### src/rtl/tick_sched_pkg.sv
// Shared types, defaults and the divide-ratio clamp for the tick scheduler.
package tick_sched_pkg;

    localparam int CNT_W_DEF   = 16;
    localparam int DEF_DIV_DEF = 10;

    typedef enum logic [1:0] {
        IDLE = 2'd0,
        RUN  = 2'd1,
        PEND = 2'd2
    } state_e;

    // A requested ratio of 0 means "divide by 1".
    function automatic logic [31:0] clamp_div(input logic [31:0] d);
        return (d == 32'd0) ? 32'd1 : d;
    endfunction

endpackage

### src/rtl/tick_counter.sv
// Modulo counter with synchronous clear, modulus load and terminal-count flag.
module tick_counter #(
    parameter int               CNT_W   = 16,
    parameter logic [CNT_W-1:0] DEF_MOD = 10
) (
    input  logic             iClock,
    input  logic             iReset,
    input  logic             clr_i,
    input  logic             en_i,
    input  logic             load_i,
    input  logic [CNT_W-1:0] mod_i,
    output logic             tc_o,
    output logic [CNT_W-1:0] cnt_nxt_o,
    output logic [CNT_W-1:0] mod_nxt_o
);

    logic [CNT_W-1:0] cnt_q, cnt_d;
    logic [CNT_W-1:0] mod_q, mod_d;

    assign tc_o = (cnt_q == mod_q - CNT_W'(1));

    always_comb begin
        cnt_d = cnt_q;
        if (clr_i)
            cnt_d = '0;
        else if (en_i)
            cnt_d = tc_o ? '0 : cnt_q + CNT_W'(1);
        mod_d = load_i ? mod_i : mod_q;
    end

    // Next-state values let the owner register outputs that line up with the count.
    assign cnt_nxt_o = cnt_d;
    assign mod_nxt_o = mod_d;

    always_ff @(posedge iClock or posedge iReset) begin
        if (iReset) begin
            cnt_q <= '0;
            mod_q <= DEF_MOD;
        end else begin
            cnt_q <= cnt_d;
            mod_q <= mod_d;
        end
    end

endmodule

### src/rtl/tick_scheduler.sv
// Start/stop sequencer for a modulo-N divider with boundary-aligned ratio changes.
// Optional tick budget (iBurst) is built when TICK_SCHED_BURST_EN is defined.
module tick_scheduler
    import tick_sched_pkg::*;
#(
    parameter int CNT_W   = CNT_W_DEF,
    parameter int DEF_DIV = DEF_DIV_DEF
) (
    input  logic             iClock,
    input  logic             iReset,
    input  logic             iStart,
    input  logic             iStop,
    input  logic [CNT_W-1:0] iDiv,
    input  logic             iDiv_valid,
    output logic             oDiv_ready,
    output logic             oTick,
    output logic             oClock_out,
    output logic             oBusy,
    output logic [CNT_W-1:0] oTick_count
`ifdef TICK_SCHED_BURST_EN
    ,
    input  logic [CNT_W-1:0] iBurst
`endif
);

    state_e           state_q, state_d;
    logic [CNT_W-1:0] pend_q, pend_d;
    logic [CNT_W-1:0] tick_count_q, tick_count_d, tcnt_base;
    logic             tick_q, tick_d;
    logic             clk_q, clk_d;
    logic             busy_q, busy_d;
    logic             ready_q, ready_d;

    logic             clr, en, load, tc, xfer, run_d, burst_done;
    logic [CNT_W-1:0] load_val, div_in, cnt_nxt, mod_nxt;

`ifdef TICK_SCHED_BURST_EN
    logic [CNT_W-1:0] burst_q, burst_d;
`endif

    assign div_in = CNT_W'(clamp_div(32'(iDiv)));
    assign xfer   = iDiv_valid & ready_q;

    tick_counter #(
        .CNT_W   (CNT_W),
        .DEF_MOD (CNT_W'(DEF_DIV))
    ) u_cnt (
        .iClock    (iClock),
        .iReset    (iReset),
        .clr_i     (clr),
        .en_i      (en),
        .load_i    (load),
        .mod_i     (load_val),
        .tc_o      (tc),
        .cnt_nxt_o (cnt_nxt),
        .mod_nxt_o (mod_nxt)
    );

    always_comb begin
        state_d   = state_q;
        pend_d    = pend_q;
        clr       = 1'b0;
        en        = 1'b0;
        load      = 1'b0;
        load_val  = div_in;
        tcnt_base = tick_count_q;
`ifdef TICK_SCHED_BURST_EN
        burst_d    = burst_q;
        burst_done = (burst_q != '0) && tick_q && (tick_count_q == burst_q);
`else
        burst_done = 1'b0;
`endif
        case (state_q)
            IDLE: begin
                load = xfer;
                if (iStart && !iStop) begin
                    state_d   = RUN;
                    clr       = 1'b1;
                    tcnt_base = '0;
`ifdef TICK_SCHED_BURST_EN
                    burst_d   = iBurst;
`endif
                end
            end
            RUN, PEND: begin
                if (iStop || burst_done) begin
                    // Stopping commits any waiting ratio so it is not lost.
                    state_d = IDLE;
                    clr     = 1'b1;
                    if (state_q == PEND) begin
                        load     = 1'b1;
                        load_val = pend_q;
                    end
                end else begin
                    en = 1'b1;
                    if (state_q == RUN) begin
                        if (xfer) begin
                            pend_d  = div_in;
                            state_d = PEND;
                        end
                    end else if (tc) begin
                        load     = 1'b1;
                        load_val = pend_q;
                        state_d  = RUN;
                    end
                end
            end
            default: state_d = IDLE;
        endcase

        run_d        = (state_d != IDLE);
        tick_d       = run_d && (cnt_nxt == mod_nxt - CNT_W'(1));
        clk_d        = run_d && (cnt_nxt >= (mod_nxt >> 1));
        busy_d       = run_d;
        ready_d      = (state_d != PEND);
        tick_count_d = tcnt_base + {{(CNT_W-1){1'b0}}, tick_d};
    end

    always_ff @(posedge iClock or posedge iReset) begin
        if (iReset) begin
            state_q      <= IDLE;
            pend_q       <= '0;
            tick_count_q <= '0;
            tick_q       <= 1'b0;
            clk_q        <= 1'b0;
            busy_q       <= 1'b0;
            ready_q      <= 1'b1;
`ifdef TICK_SCHED_BURST_EN
            burst_q      <= '0;
`endif
        end else begin
            state_q      <= state_d;
            pend_q       <= pend_d;
            tick_count_q <= tick_count_d;
            tick_q       <= tick_d;
            clk_q        <= clk_d;
            busy_q       <= busy_d;
            ready_q      <= ready_d;
`ifdef TICK_SCHED_BURST_EN
            burst_q      <= burst_d;
`endif
        end
    end

    assign oTick       = tick_q;
    assign oClock_out  = clk_q;
    assign oBusy       = busy_q;
    assign oDiv_ready  = ready_q;
    assign oTick_count = tick_count_q;

endmodule

### config.mk
export PLATFORM = sky130hd
export DESIGN_NAME = tick_scheduler
export DESIGN_NICKNAME = d
export VERILOG_FILES = /design/src/rtl/tick_sched_pkg.sv /design/src/rtl/tick_counter.sv /design/src/rtl/tick_scheduler.sv
export SDC_FILE = /design/constraint.sdc
export NUM_CORES = 1
export LEC_CHECK = 0
export ABC_CLOCK_PERIOD_IN_PS = 6400
export BUFFER_PORTS_ARGS = -buffer_cell sky130_fd_sc_hd__clkbuf_2
export CORE_MARGIN = 2
export CORE_UTILIZATION = 61
export DETAILED_ROUTE_END_ITERATION = 10
export PLACE_DENSITY = 0.81
export SYNTH_ARGS = -nofsm -noshare
export SYNTH_HDL_FRONTEND = slang
export SYNTH_SLANG_ARGS = --single-unit
### constraint.sdc
create_clock -name iClock -period 6.4 [get_ports iClock]
set_input_delay 0.64 -clock iClock [delete_from_list [all_inputs] [get_ports iClock]]
set_output_delay 0.64 -clock iClock [all_outputs]
set_load 0.02 [all_outputs]
==> impl_metrics.tcl, run 1 <==
set metrics [dict create \
    yosys.area.top_type "dfrtp_1" \
    syn_area_um2 4930 \
    utilization 0.737 \
    clkLatencyLatePin_ns 0.37 \
    antenna_found_initial 0 \
    route.detailed.drc 0 \
    powerDensity_nw_per_um2 423 \
    ioPinCount 41 \
    finalSetupTns_ns 0 \
    yosysMostFrequentCell "dfrtp_1" \
    drtAntennaViolNets 0 \
    num_rows 32 \
    drt-total-wl_um 14500 \
    grt_pass1_wl_um 22500 \
    synth.top_cell.area_share 0.340 \
    vias 4502 \
    core-area_um2 7770 \
    clk_pin_slew_ns 0.09 \
    overflow 0 \
    layout_min_cycle_time_ns 6.11 \
    ir_drop_uv 246 \
    worstPathArrival_ns 6.40 \
    htree_levels 3 \
    crit_path_start_kind "flip-flop" \
    finalHoldViolations 0 \
    dr.pass1.iters 5 \
    io_buffers 40 \
    die_area_um2 8810 \
    p_seq_frac 0.306 \
    pwr-share-comb 0.520 \
    post-route-cell-area_um2 5730 \
    yosys_warnings 0 \
    root_buffer "clkbuf_8" \
    final_nets 638 \
    cts.sinks 70 \
    wl_met1_um 5950 \
    area_delta_synth_final_pct 16.2 \
    setup.worst_path.start "u_cnt.mod_q[0]$_DFF_PP0_" \
    ys_seq_area_frac 0.356 \
    post_drt_wl_per_cell_um 20.7 \
    synth_edf_count 0 \
    r2r_start "u_cnt.mod_q[0]$_DFF_PP0_" \
    met3_length_um 1110 \
    synth_flop_cell "dfrtp_1" \
    critical_path.max_fanout 7 \
    max_stage_delay_ns 0.48 \
    drv_slew 0 \
    synth_area_per_cell_um2 9.30 \
    syn_nets 576 \
    die_w_um 93.9 \
    internal-power_w 0.00131 \
    place_congestion 0.952 \
    cp-end-kind "flip-flop" \
    hold_path_class "in2async" \
    path_class "reg2reg" \
    path_cells "inv_1 > ha_2 > nor4b_4 > nand4_1 > xnor2_2 > nor4b_2 > and4b_1 > o21ai_0 > a221oi_4 > inv_2 > or3_1 > nor4_2 > xnor2_1 > nor4_1 > nand4_1 > nor4_4 > ha_2 > ha_1 > nand3_1 > nor2_2 > nand2_1 > or3_1 > a21oi_1" \
    ys_ff_latch 70 \
    clockBufferDepth 2 \
    power.switching_w 0.00111 \
    cts_buffers 9 \
    dieHeight_um 93.9 \
    drtIter0Drc 429 \
    track_usage 0.335 \
    synth_common_cells "dfrtp_1, nor2_1, nand2_1" \
    grt_max_degree 71 \
    start_util 0.635 \
    antennaDiodeCount 0 \
    met2_length_um 6910 \
    ys_top_cells_by_area "dfrtp_1, ha_1, xor2_1" \
    cts_tree "done" \
    tightest_slew_ns 0.910 \
    synth.distinct_cells 72 \
    place_area_um2 5340 \
    vias_per_cell 6.44 \
    maxCapViolCount 0 \
    fillers 566 \
    r2r_setup_slack_ns 0.29 \
    post-route-period-util 0.955 \
    grt_pass1_vias 4478 \
    fmax_ghz 0.164 \
    power_frac_clock 0.174 \
    top_layer "met4" \
    fin_worst_skew_ns 0.0105 \
    place_hpwl_um 10500 \
    critPathRequiredTime_ns 6.69 \
    slew_headroom 0.390 \
    setup_viol 0 \
    postSynthCellCount 530 \
    leakage_nw 2.63 \
    ys_async_sr_fraction 1.00 \
    p_sw_frac 0.460 \
    status "completed" \
    crit_slowest_cell "dfrtp_2" \
    drive_gt1_frac 0.233 \
]
-- placed cells by master, fill, tap and decap left out, drive strengths merged, types with 13 or more instances in the layout --
master / n
nand4: 17
nor2: 52
ha: 25
inv: 40
dfrtp: 67
a21oi: 16
nand2: 38
o21ai: 20
nand3: 18
xor2: 32
mux2: 19
buf: 26
nor4: 13
xnor2: 30
clkbuf: 49
-- timing repair --
item	CTS	global route
endpoints found under the setup margin	4	9
buffers inserted	0	5
hold buffers	0	0
resized for setup	4	20
pin swaps	0	11
-- worst max-delay path: cells and delay by family, from the launching register on --
family / cells / cell delay (ns)
compound gates: 3 / 0.74
xor+xnor: 2 / 0.33
fa+ha+maj: 3 / 0.69
buf+inv: 2 / 0.23
flops: 1 / 0.48
simple gates: 13 / 3.56
-- flip-flops by register name (all words and copies together) (netlist names) --
register and cells:
u_cnt.mod_q 16, oTick 1, oTick_count 16, oClock_out 1, oBusy 1, state_q 2, oDiv_ready 1, u_cnt.cnt_q 16
pend_q 16
-- cell families (layout without fill, tap and decap cells) --
group | count (synthesis) | after routing | share of synthesized area
buf+inv | 53 | 120 | 0.0439
flops | 70 | 70 | 0.356
mux | 30 | 30 | 0.0658
compound gates | 93 | 93 | 0.138
simple gates | 196 | 196 | 0.218
fa+ha+maj | 25 | 25 | 0.0635
xor+xnor | 63 | 63 | 0.115
-- layout make-up --
| type | count | area [um^2] | area share |
|---|---|---|---|
| clock buffers | 9 | 124 | 0.0216 |
| well taps | 102 | 128 | 0.0223 |
| repair buffers | 66 | 395 | 0.0690 |
| clock inverters | 7 | 106 | 0.0186 |
| flip-flops and latches | 70 | 1760 | 0.307 |
| multi-input cells | 407 | 3070 | 0.537 |
| inverters | 38 | 143 | 0.0249 |
-- path summary, 6_finish.rpt --
kind,cells past startpoint,endpoint
max in group asynchronous,3,u_cnt.mod_q[0]$_DFF_PP0_
worst max register to register,23,oTick_count[12]$_DFF_PP0_
min in group iClock,1,pend_q[15]$_DFFE_PP0P_
worst max-delay path,23,oTick_count[12]$_DFF_PP0_
worst min-delay path,3,pend_q[15]$_DFFE_PP0P_
worst min register to register,1,pend_q[15]$_DFFE_PP0P_
-- per-layer routing --
layer	vias to the layer above	track usage
met3	53	0.0730
met2	243	0.522
met4	0	0.136
met1	2179	0.455
li1	2027	-
met5	-	0
-- power groups by stage --
stage / Clock [W] / Sequential (W) / Combinational [W]
after floorplan: 0 / 0.000669 / 0.000824
after global placement: 0 / 0.000720 / 0.00109
after detailed placement: 0 / 0.000728 / 0.00112
after CTS: 0.000422 / 0.000724 / 0.00114
after global routing: 0.000442 / 0.000749 / 0.00137
final: 0.000421 / 0.000741 / 0.00126
-- stage by stage --
step                worst slack [ns]  power (W)  hold WS [ns]  instances
floorplan                      0.631    0.00149         0.469        530
global placement               0.221    0.00181         0.488        678
detailed placement            -0.185    0.00185         0.501        678
CTS                           0.0835    0.00229         0.521        694
global route                 -0.0861    0.00256         0.545        699
finish                         0.288    0.00242         0.520        699
Power figures use the tool's default switching activity.
==> inputs of run 2 (changes only) <==
Settings changed: ABC_AREA from default to 1, CORE_UTILIZATION 61 to 62, PLACE_DENSITY 0.81 to 0.82.
==> run 2 against run 1 <==
Net effect: via count is 28% higher; clock power is 3% lower; maximum frequency is 4.1% higher; sequential share of layout area is 3.8 points lower; final cell count is 52% higher; critical endpoint is now oTick_count[14]$_DFF_PP0_.
==> impl_metrics.tcl, run 2 <==
set metrics [dict create \
    area_delta_synth_final_pct 9.79 \
    cp-end-kind "flip-flop" \
    htree_levels 3 \
    hold_path_class "reg2reg" \
    dr.pass1.iters 5 \
    worst-path-buf-inv 2 \
    postSynthCellCount 881 \
    grt_max_degree 71 \
    tightest_slew_ns 0.912 \
    met3_length_um 1270 \
    synth.distinct_cells 47 \
    ys_async_sr_fraction 1.00 \
    antenna_found_initial 0 \
    cts_tree "done" \
    num_rows 35 \
    worstPathArrival_ns 6.16 \
    fillers 796 \
    clkLatencyLatePin_ns 0.36 \
    synth_common_cells "nand2_1, inv_1, nor2_1" \
    yosys_warnings 0 \
    io_buffers 40 \
    syn_area_um2 5940 \
    seq_area_um2 1760 \
    ys_seq_area_frac 0.295 \
    leakage_nw 3.56 \
    vias_per_cell 5.43 \
    cts.sinks 70 \
    r2r_cells 35 \
    final_nets 973 \
    place_ws_ns 0.419 \
    mostFrequentLayoutCells "nand2_1, inv_1, nor2_1" \
    finalHoldViolations 0 \
    core-area_um2 9280 \
    track_usage 0.305 \
    crit_slowest_cell "dfstp_2" \
    die_w_um 102 \
    ys_ff_latch 70 \
    ys_top_cells_by_area "dfrtp_1, nand2_1, inv_1" \
    r2r_setup_slack_ns 0.53 \
    setup.worst_path.start "u_cnt.mod_q[1]$_DFF_PP1_" \
    critical-path-top-delay-family "simple AND/OR/NAND/NOR gates" \
    yosysMostFrequentCell "nand2_1" \
    crit_path_start_kind "flip-flop" \
    overflow 0 \
    die_area_um2 10400 \
    ioPinCount 41 \
    r2r-end "oTick_count[14]$_DFF_PP0_" \
    synth_area_per_cell_um2 6.75 \
    setup_ws_ns 0.529 \
    clockBufferDepth 2 \
    yosys.area.top_type "dfrtp_1" \
    cts_buffers 9 \
    drv_slew 0 \
    cp_common_cell "nand2_1" \
    synth.top_cell.area_share 0.282 \
    clk_pin_slew_ns 0.08 \
    met2_length_um 7080 \
    root_buffer "clkbuf_8" \
    synth_edf_count 0 \
    crit_end "oTick_count[14]$_DFF_PP0_" \
    fmax_ghz 0.170 \
    place_congestion 0.967 \
    critical_path.max_fanout 19 \
    r2r_start "u_cnt.mod_q[1]$_DFF_PP1_" \
    max_stage_delay_ns 0.54 \
    antennaDiodeCount 0 \
    synth_flop_cell "dfrtp_1" \
    vias 5766 \
    final_common_cell "nand2_1" \
    critPathRequiredTime_ns 6.69 \
    status "completed" \
    drtAntennaViolNets 0 \
    dieHeight_um 102 \
    maxCapViolCount 0 \
    drt-total-wl_um 15200 \
    syn_nets 927 \
    grt_pass1_vias 5089 \
    layout_min_cycle_time_ns 5.87 \
    ir_drop_uv 280 \
    drive_gt1_frac 0.158 \
    fin_worst_skew_ns 0.0109 \
    slew_headroom 0.391 \
    wl_met1_um 6460 \
    multi_input_area_um2 3490 \
    p_total_w 0.00278 \
    grt_pass1_wl_um 24600 \
    post_drt_wl_per_cell_um 14.4 \
    route.detailed.drc 0 \
    post-route-period-util 0.917 \
    powerDensity_nw_per_um2 426 \
    place_hpwl_um 11800 \
    top_layer "met4" \
    path_class "reg2reg" \
    setup_viol 0 \
    path_depth 35 \
    start_util 0.640 \
    drtIter0Drc 504 \
]
run 2: kinds of logic (layout without fill, tap and decap cells):
kind of cell / Yosys count / in the layout / synth area share
buf+inv: 177 / 228 / 0.119
compound gates: 78 / 78 / 0.0842
simple gates: 494 / 494 / 0.394
fa+ha+maj: 25 / 25 / 0.0526
flops: 70 / 70 / 0.295
xor+xnor: 37 / 37 / 0.0545
run 2: final cells by class:
cell class / count / share of cell area
clock buffers: 10 / 0.0196
flip-flops and latches: 70 / 0.269
inverters: 159 / 0.0914
well taps: 129 / 0.0247
clock inverters: 6 / 0.0144
multi-input cells: 634 / 0.535
repair buffers: 53 / 0.0456
run 2: power breakdown:
part	switching [W]	total [W]	leakage, nW	internal [W]
Combinational	0.00116	0.00169	2.55	0.000534
Clock	0.000185	0.000408	0.107	0.000223
Sequential	0.000117	0.000681	0.909	0.000563
Total	0.00146	0.00278	3.56	0.00132
run 2: how the worst min path moves through the flow:
stage                           start                     end  slack [ns]  cells past startpoint
3_3_place_gp    pend_q[9]$_DFFE_PP0P_   pend_q[9]$_DFFE_PP0P_        0.47                      2
5_1_grt         pend_q[4]$_DFFE_PP0P_   pend_q[4]$_DFFE_PP0P_        0.51                      2
3_5_place_dp   pend_q[13]$_DFFE_PP0P_  pend_q[13]$_DFFE_PP0P_        0.47                      2
6_report       pend_q[14]$_DFFE_PP0P_  pend_q[14]$_DFFE_PP0P_        0.49                      2
4_1_cts         pend_q[8]$_DFFE_PP0P_   pend_q[8]$_DFFE_PP0P_        0.49                      2
2_1_floorplan   pend_q[0]$_DFFE_PP0P_   pend_q[0]$_DFFE_PP0P_        0.45                      2
run 2: routing by layer:
metal | track usage | vias to the layer above
li1 | - | 2851
met1 | 0.419 | 2619
met2 | 0.496 | 249
met3 | 0.0424 | 47
met4 | 0.105 | 0
met5 | 0 | -
run 2: timing repair:
action | CTS | global route
gates resized for setup | 0 | 3
endpoints found under the setup margin | 0 | 2
hold endpoints to repair | 0 | 0
hold buffers | 0 | 0
buffers inserted | 0 | 4
run 2: stage by stage:
step | std cells | utilization | cell area [um^2] | setup TNS, ns | hold WS [ns]
floorplan | 881 | - | 5940 | 0 | 0.453
global placement | 1041 | 0.675 | 6260 | 0 | 0.466
detailed placement | 1041 | 0.675 | 6260 | 0 | 0.473
CTS | 1057 | 0.698 | 6480 | 0 | 0.493
global route | 1061 | 0.703 | 6530 | -0.0295 | 0.514
finish | 1061 | 0.703 | 6530 | 0 | 0.493
run 2: tightest hold or removal path: cells and delay by family, from the launching register on:
kind | cells | cell delay [ns]
AND/OR/NAND/NOR | 1 | 0.05
flip-flops | 1 | 0.35
AO/OA/AOI/OAI | 1 | 0.06
